===== src/rtl/craps_autoplay_ctrl.sv =====
// craps_autoplay_ctrl: plays back-to-back craps games against the game FSM and keeps tallies
module craps_autoplay_ctrl #(
    parameter int PRESS_CYC  = 2,
    parameter int SETTLE_CYC = 2,
    parameter int MAX_ROLLS  = 32,
    parameter int CNT_W      = 8
) (
    input  logic             clk,
    input  logic             rst,
    input  logic             start,
    input  logic             stop,
    input  logic [CNT_W-1:0] games,
    input  logic             win,
    input  logic             lose,
    output logic             Rb,
    output logic             game_rst,
    output logic             busy,
    output logic             done,
    output logic [CNT_W-1:0] win_cnt,
    output logic [CNT_W-1:0] lose_cnt,
    output logic [CNT_W-1:0] roll_cnt,
    output logic             err
);
    localparam logic [2:0] IDLE   = 3'd0;
    localparam logic [2:0] GRST   = 3'd1;
    localparam logic [2:0] PRESS  = 3'd2;
    localparam logic [2:0] SETTLE = 3'd3;
    localparam logic [2:0] CHECK  = 3'd4;
    localparam logic [2:0] NEXT   = 3'd5;
    localparam logic [2:0] DONE   = 3'd6;
    localparam int TW = $clog2((PRESS_CYC > SETTLE_CYC ? PRESS_CYC : SETTLE_CYC) + 1) + 1;
    localparam logic [CNT_W-1:0] CNT_MAX = '1;

    logic [2:0]       state, state_nx;
    logic [TW-1:0]    tmr;
    logic [CNT_W-1:0] rem;
    logic             inf, stop_l, launch, active;

    assign active = state != IDLE && state != DONE;
    assign launch = !active && start;

    // next-state decode; a result in CHECK always ends the game, otherwise roll again or abort at the limit
    always_comb begin
        state_nx = state;
        case (state)
            IDLE, DONE: state_nx = start ? GRST : state;
            GRST:       state_nx = PRESS;
            PRESS:      state_nx = (tmr == TW'(PRESS_CYC - 1)) ? SETTLE : PRESS;
            SETTLE:     state_nx = (tmr == TW'(SETTLE_CYC - 1)) ? CHECK : SETTLE;
            CHECK:      state_nx = (win || lose) ? NEXT : (roll_cnt == CNT_W'(MAX_ROLLS)) ? DONE : PRESS;
            NEXT:       state_nx = ((!inf && rem == CNT_W'(1)) || stop_l || stop) ? DONE : GRST;
            default:    state_nx = IDLE;
        endcase
    end

    // state, phase timer, registered outputs decoded from the next state, and saturating tallies
    always_ff @(posedge clk) begin
        if (rst) begin
            state    <= IDLE;
            tmr      <= '0;
            rem      <= '0;
            inf      <= 1'b0;
            stop_l   <= 1'b0;
            Rb       <= 1'b0;
            game_rst <= 1'b0;
            busy     <= 1'b0;
            done     <= 1'b0;
            win_cnt  <= '0;
            lose_cnt <= '0;
            roll_cnt <= '0;
            err      <= 1'b0;
        end else begin
            state    <= state_nx;
            tmr      <= (state_nx != state) ? '0 : tmr + TW'(1);
            Rb       <= state_nx == PRESS;
            game_rst <= state_nx == GRST;
            busy     <= state_nx != IDLE && state_nx != DONE;
            done     <= state_nx == DONE;
            if (launch) begin
                win_cnt  <= '0;
                lose_cnt <= '0;
                roll_cnt <= '0;
                err      <= 1'b0;
                rem      <= games;
                inf      <= games == '0;
                stop_l   <= 1'b0;
            end else begin
                if (active && stop)
                    stop_l <= 1'b1;
                if (state_nx == GRST)
                    roll_cnt <= '0;
                if (state_nx == PRESS && state != PRESS && roll_cnt != CNT_MAX)
                    roll_cnt <= roll_cnt + CNT_W'(1);
                if (state == CHECK) begin
                    if (win && !lose && win_cnt != CNT_MAX)
                        win_cnt <= win_cnt + CNT_W'(1);
                    if (lose && lose_cnt != CNT_MAX)
                        lose_cnt <= lose_cnt + CNT_W'(1);
                    if ((win && lose) || state_nx == DONE)
                        err <= 1'b1;
                end
                if (state == NEXT && !inf)
                    rem <= rem - CNT_W'(1);
            end
        end
    end
endmodule


===== config.mk =====
export PLATFORM = sky130hd
export DESIGN_NAME = craps_autoplay_ctrl
export DESIGN_NICKNAME = d
export VERILOG_FILES = /design/src/rtl/craps_autoplay_ctrl.sv
export SDC_FILE = /design/constraint.sdc
export NUM_CORES = 1
export LEC_CHECK = 0
export BUFFER_PORTS_ARGS = -buffer_cell sky130_fd_sc_hd__buf_2
export CELL_PAD_IN_SITES_DETAIL_PLACEMENT = 0
export CELL_PAD_IN_SITES_GLOBAL_PLACEMENT = 1
export CORE_MARGIN = 2
export CORE_UTILIZATION = 35
export DETAILED_ROUTE_END_ITERATION = 12
export HOLD_SLACK_MARGIN = 0.12
export MAX_ROUTING_LAYER = met4
export PLACE_DENSITY_LB_ADDON = 0.1
export SKIP_CTS_REPAIR_TIMING = 1
export SLEW_MARGIN = 25
export SYNTH_ARGS = -nofsm -noshare
export SYNTH_HDL_FRONTEND = slang
export SYNTH_SLANG_ARGS = --single-unit

===== constraint.sdc =====
create_clock -name clk -period 4.2 [get_ports clk]
set_clock_uncertainty 0.05 [all_clocks]
set_input_delay 0.42 -clock clk [delete_from_list [all_inputs] [get_ports clk]]
set_output_delay 0.42 -clock clk [all_outputs]
set_load 0.03 [all_outputs]

After elaboration in Yosys (flattened, before gate mapping) --
Cells that the tools add are included.
Storage, ports and cells: output and inout bits 29, logic and storage cells 79, input bits 14, register bits 45
Cells by class: muxes and demuxes 11, add/subtract/negate cells 5, equal/unequal tests 19, reductions and logical operators 31
Operators by type and width (count):
- $mux W8 | 4
- $add A8 B1 Y8 const B | 3
- $ne A8 B8 Y1 const B | 3
- $pmux W3 S6 | 1
- $mux W3 | 5
- $eq A3 B3 Y1 const B | 4
- $logic_and A1 B1 Y1 | 12
- $eq A3 B1 Y1 const B | 3
- $eq A3 B2 Y1 const B | 3
- $eq A8 B1 Y1 const B | 1
- $eq A8 B6 Y1 const B | 1
- $logic_not A8 Y1 | 1
- $sub A8 B1 Y8 const B | 1
- $ne A3 B3 Y1 const B | 2
- $reduce_and A2 Y1 | 3
- $reduce_bool A3 Y1 | 2
- $reduce_or A2 Y1 | 3
- $logic_or A1 B1 Y1 | 4
- $reduce_bool A2 Y1 | 2
- $add A3 B1 Y3 const B | 1
- $logic_not A1 Y1 | 3
- $logic_not A3 Y1 | 1
- $ne A3 B2 Y1 const B | 1
- $ne A3 B3 Y1 | 1
- $mux W1 | 1

Depth between registers and ports, before layout --
word-level depth 10, mapped depth 9, gate-level depth less buffers 8

Worst setup path before layout --
No wires, ideal clock.
kind reg-to-reg, from register rem[2], to register roll_cnt[2], stages on the path, launching flop included 7, data arrival time 2.084 ns, data required time 4.030 ns, setup time 0.120 ns, buffers on the path 0, period minus slack after synthesis 2.254 ns, slack 1.946 ns, cells stage by stage dfxtp_1 -> or4_4 -> nor4_4 -> o221a_4 -> mux2i_1 -> a21oi_4 -> a211o_1
Between the ends: longest elaborated chain between the ends 10, elaborated cells on any way between the ends 12, those cells by class eq/ne (3); mux (3); reduce/logical (6)
RTL lines:
- start, declared | line 36 | logic [CNT_W-1:0] rem;
- start signal, assigned | line 84 | rem <= games;
- start signal, assigned | line 103 | rem <= rem - CNT_W'(1);
- $eq A8 B1 Y1 * | line 51 | NEXT: state_nx = ((!inf && rem == CNT_W'(1)) || stop_l || stop) ? DONE : GRST;
- $logic_and A1 B1 Y1 * | line 51
- $logic_or A1 B1 Y1 * (2 in series) | line 51
- $mux W3 * | line 51
- $pmux W3 S6 * | line 45 | case (state)
- $eq A3 B2 Y1 | line 92 | if (state_nx == PRESS && state != PRESS && roll_cnt != CNT_MAX)
- $logic_and A1 B1 Y1 (2 in series) | line 92
- $mux W8 / $reduce_bool A2 Y1 (equally long branches)
- end signal, assigned | line 93 | roll_cnt <= roll_cnt + CNT_W'(1);
- end, declared | line 21 | output logic [CNT_W-1:0] roll_cnt,
Mark *: on every way between the ends. The rest lies on a longest branch, timed or not. A chain may end at the register's enable or synchronous reset.

Final worst setup path --
from register state[2], to register roll_cnt[0]
Between the ends: longest elaborated chain between the ends 7, elaborated cells on any way between the ends 23, those cells by class eq/ne (10); mux (3); reduce/logical (10)
RTL lines:
- start, declared | line 34 | logic [2:0] state, state_nx;
- start signal, assigned | line 73 | state <= state_nx;
- $eq A3 B3 Y1 / $logic_not A3 Y1 (equally long branches) | line 45
- $reduce_or A2 Y1 | line 45
- $pmux W3 S6 | line 45
- $eq A3 B2 Y1 | line 92
- $logic_and A1 B1 Y1 (2 in series) | line 92
- $mux W8 / $reduce_bool A2 Y1 (equally long branches)
Parallel ways exist; a longest one is shown, timed or not.

==> impl_metrics.py <==
metrics = {
    "synthesis": {
        "netlist-cell-type-count": 50,
        "postSynthRegisterBits": 45,
        "synth_area_per_cell_um2": 8.74,
        "post_synthesis_sequential_area_ratio_pct": 38.2,
        "yosys_warnings": 0,
        "netlist_area_before_placement_um2": 2360,
        "asyncSetResetFlopFracSynth_pct": 0,
        "synth_nets": 292,
        "synth_enable_flop_cells": 0,
        "netlist_instances": 270,
        "synth_flop_cell": "sky130_fd_sc_hd__dfxtp_1",
    },
    "critical_path": {
        "critPathMaxFanout": 16,
        "crit_arrival_ns": 2.79,
        "crit_path_start_kind": "register",
        "timing.critical_path.to_type": "register",
        "rr_endpoint": "roll_cnt[0]",
        "cp-startpoint": "state[2]",
        "path_class": "register to register",
        "crit_required_ns": 4.40,
        "critical_path.endpoint": "roll_cnt[0]",
        "r2r_setup_slack_ns": 1.60,
        "ff2ff_path_depth": 6,
        "rr_startpoint": "state[2]",
    },
    "global_routing": {
        "grt_first_pass_wirelength_mm": 8.67,
        "gr-total-overflow": 0,
        "met2_usage_pct": 20.6,
        "busiest_layer": "met1",
        "maximum_number_of_pins_on_one_net_before_global_route_repair": 21,
        "via_count_of_the_first_global_routing_pass": 1788,
        "grt_util_all_layers_pct": 15.0,
        "grt.met1_usage_pct": 21.4,
        "global_route.usage.met3_pct": 4.43,
        "grt_antenna_before_repair": 0,
    },
    "die": {
        "die_width_um": 86.1,
        "die_span_y_um": 86.1,
        "initial_core_util_pct": 36.7,
        "die_area_um2": 7410,
        "coreArea_um2": 6420,
        "num_rows": 29,
        "ioPinCount": 43,
    },
    "run": {
        "max_cap_viol_count": 0,
    },
    "timing": {
        "final-hold-violation-count": 0,
        "drv_slew": 0,
        "hold-worst-slack_ns": 0.314,
        "layout_min_cycle_time_ns": 2.60,
        "achievable_clock_frequency_mhz": 385,
        "fin_ws_ns": 1.60,
        "setup_tns_ns": 0,
        "timing.max_slew.rel_slack_pct": 47.6,
        "rsz0062_at_grt": "false",
        "finalSetupViolations": 0,
        "timing.final.crit_share_pct": 61.8,
        "timing_worst_slew_pin_value_ns": 0.783,
    },
    "routing": {
        "detail-route-antenna-nets": 0,
        "vias_per_cell": 5.24,
        "routed_wirelength_mm": 5.20,
        "routedWlPerCell_um": 13.4,
        "detail_route.first_pass.iterations": 4,
        "drt_drc_violations_left": 0,
        "vias": 2032,
        "drt_first_iter_violations": 101,
    },
    "finish": {
        "fill_cells": 653,
        "flow.area_growth_from_synthesis_pct": 14.9,
        "area.sequential_um2": 901,
        "nets_finish": 332,
        "layout-drive-gt1-share_pct": 19.3,
        "diodes": 0,
        "multi_input_area_um2": 1370,
    },
    "clocking": {
        "h-tree-depth": 2,
        "cts_tree": "done",
        "worst_setup_hold_path_clk_slew_ns": 0.09,
        "worstSkewPairLatency_ns": 0.30,
        "clock-sinks": 45,
        "cts-root-to-sink-buffers": 2,
        "cts_inserted_buffers": 5,
        "clock_tree.root_cell": "sky130_fd_sc_hd__clkbuf_8",
    },
    "power": {
        "reported_leakage_power_nw": 1.13,
        "p_per_area_nw_per_um2": 323,
        "power.combinational.fraction_pct": 16.5,
        "max-vdd-ir-drop_uv": 182,
        "sw_frac_of_total_pct": 29.2,
        "netSwitchingPower_mw": 0.256,
        "seqPwrFrac_pct": 53.1,
        "clkPwrFrac_pct": 30.4,
        "internal_dissipation_mw": 0.619,
    },
    "placed_design": {
        "port_buffers": 42,
        "post-dp-hpwl_mm": 3.77,
        "routabilityCongestion": 0.779,
        "detailedPlace.worstSlack_ns": 1.66,
    },
    "hold_path": {
        "min_path_type": "input pin to register",
    },
    "status": {
        "outcome": "completed",
    },
}
==> cell usage after synthesis, types with 2 or more instances <==
library cell | count | share of area (%)
sky130_fd_sc_hd__o211ai_1 | 2 | 0.64
sky130_fd_sc_hd__nand3b_1 | 3 | 0.95
sky130_fd_sc_hd__nor4_1 | 3 | 0.80
sky130_fd_sc_hd__a22o_1 | 4 | 1.5
sky130_fd_sc_hd__inv_1 | 10 | 1.6
sky130_fd_sc_hd__a221oi_1 | 2 | 0.74
sky130_fd_sc_hd__a31oi_1 | 2 | 0.53
sky130_fd_sc_hd__buf_2 | 4 | 0.85
sky130_fd_sc_hd__a211o_1 | 4 | 1.5
sky130_fd_sc_hd__nor4bb_1 | 2 | 0.85
sky130_fd_sc_hd__nand4_1 | 6 | 1.6
sky130_fd_sc_hd__xnor2_1 | 9 | 3.3
sky130_fd_sc_hd__or2_2 | 3 | 0.80
sky130_fd_sc_hd__xor2_1 | 14 | 5.2
sky130_fd_sc_hd__and3_1 | 6 | 1.6
sky130_fd_sc_hd__nor2_1 | 41 | 6.5
sky130_fd_sc_hd__a21oi_1 | 8 | 1.7
sky130_fd_sc_hd__nand2_1 | 20 | 3.2
sky130_fd_sc_hd__a211oi_1 | 5 | 1.6
sky130_fd_sc_hd__nor3b_1 | 5 | 1.6
sky130_fd_sc_hd__o21ai_0 | 4 | 0.85
sky130_fd_sc_hd__clkbuf_1 | 5 | 0.80
sky130_fd_sc_hd__o22ai_1 | 3 | 0.80
sky130_fd_sc_hd__nor3_1 | 10 | 2.1
sky130_fd_sc_hd__nand3_1 | 6 | 1.3
sky130_fd_sc_hd__dfxtp_1 | 45 | 38
sky130_fd_sc_hd__mux2i_1 | 4 | 1.7
sky130_fd_sc_hd__nand2b_1 | 9 | 2.4
sky130_fd_sc_hd__ha_1 | 8 | 4.2
sky130_fd_sc_hd__and2_1 | 3 | 0.80
==> placed cells by master, fill, tap and decap left out, types with 2 or more instances in the layout <==
cell type                  instances
sky130_fd_sc_hd__ha_1              8
sky130_fd_sc_hd__nor3b_1           5
sky130_fd_sc_hd__inv_1            10
sky130_fd_sc_hd__nand2b_1          9
sky130_fd_sc_hd__xor2_1           14
sky130_fd_sc_hd__dfxtp_1          45
sky130_fd_sc_hd__a31oi_1           2
sky130_fd_sc_hd__nor2_1           41
sky130_fd_sc_hd__clkinv_2          2
sky130_fd_sc_hd__nor4bb_1          2
sky130_fd_sc_hd__a211o_1           4
sky130_fd_sc_hd__nand2_1          20
sky130_fd_sc_hd__mux2i_1           4
sky130_fd_sc_hd__nand3_1           6
sky130_fd_sc_hd__and3_1            6
sky130_fd_sc_hd__nor4_1            3
sky130_fd_sc_hd__xnor2_1           9
sky130_fd_sc_hd__a22o_1            4
sky130_fd_sc_hd__nand4_1           6
sky130_fd_sc_hd__a21oi_1           8
sky130_fd_sc_hd__or2_2             3
sky130_fd_sc_hd__buf_2            42
sky130_fd_sc_hd__o21ai_0           3
sky130_fd_sc_hd__nor3_1           10
sky130_fd_sc_hd__a211oi_1          5
sky130_fd_sc_hd__and2_1            3
sky130_fd_sc_hd__a221oi_1          2
sky130_fd_sc_hd__o22ai_1           3
sky130_fd_sc_hd__o211ai_1          2
sky130_fd_sc_hd__nand3b_1          3
sky130_fd_sc_hd__clkbuf_8          5
==> worst min path at each step <==
stage | end | slack [ns] | cells past startpoint | from
3_3_place_gp | stop_l | 0.39 | 2 | stop_l
3_5_place_dp | stop_l | 0.39 | 2 | stop_l
4_1_cts | rem[1] | 0.30 | 3 | games[1]
6_report | rem[1] | 0.31 | 3 | games[1]
5_1_grt | rem[1] | 0.32 | 3 | games[1]
2_1_floorplan | stop_l | 0.38 | 2 | stop_l
==> registers in the layout, summed over array words and instances, names as in the netlist <==
signal	cells
roll_cnt	8
win_cnt	8
game_rst	1
Rb	1
rem	8
lose_cnt	8
stop_l	1
err	1
busy	1
inf	1
state	3
tmr	3
done	1
==> power by group through the flow <==
stage                     Clock (mW)  Combinational [mW]  Sequential [mW]
after floorplan                    0               0.107            0.476
after global placement             0               0.146            0.475
after detailed placement           0               0.144            0.474
after CTS                      0.280               0.145            0.465
after global routing           0.292               0.162            0.468
final                          0.266               0.144            0.465
==> cell type report <==
type / count / share of cell area (%)
Sequential cell: 45 / 33.3
Multi-Input combinational cell: 205 / 50.7
Clock inverter: 2 / 0.370
Clock buffer: 6 / 2.68
Inverter: 10 / 1.39
Timing Repair Buffer: 43 / 8.04
Tap cell: 77 / 3.56
==> metrics by stage <==
| stage | power (mW) | utilization, % | cell area, um2 | instances |
|---|---|---|---|---|
| after floorplan | 0.583 | - | 2360 | 270 |
| after global placement | 0.620 | 40.9 | 2630 | 380 |
| after detailed placement | 0.619 | 40.9 | 2630 | 380 |
| after CTS | 0.890 | 42.2 | 2710 | 388 |
| after global routing | 0.922 | 42.2 | 2710 | 388 |
| final | 0.875 | 42.2 | 2710 | 388 |
==> worst max-delay path: stages, from the launching register on <==
cell,delay [ns]
sky130_fd_sc_hd__dfxtp_1,0.67
sky130_fd_sc_hd__or3b_1,0.49
sky130_fd_sc_hd__o32ai_1,0.28
sky130_fd_sc_hd__nor3b_1,0.25
sky130_fd_sc_hd__nand4bb_1,0.37
sky130_fd_sc_hd__inv_1,0.26
sky130_fd_sc_hd__mux2_4,0.17
==> layer usage <==
layer | vias up | share of wire, %
li1 | 1044 | -
met1 | 941 | 52
met2 | 42 | 42
met3 | 5 | 4.5
met4 | 0 | 1.1
met5 | - | 0
==> kinds of logic after synthesis <==
logic type | after synthesis | synth area share [%]
xor gates and xnor gates | 23 | 8.54
muxes | 5 | 2.33
adders and majority gates | 8 | 4.24
and+or+nand+nor | 125 | 28.1
AOI/OAI and AO/OA | 44 | 15.0
DFF | 45 | 38.2
buffers and inverters | 20 | 3.55
(Power assumes the default switching activity.)
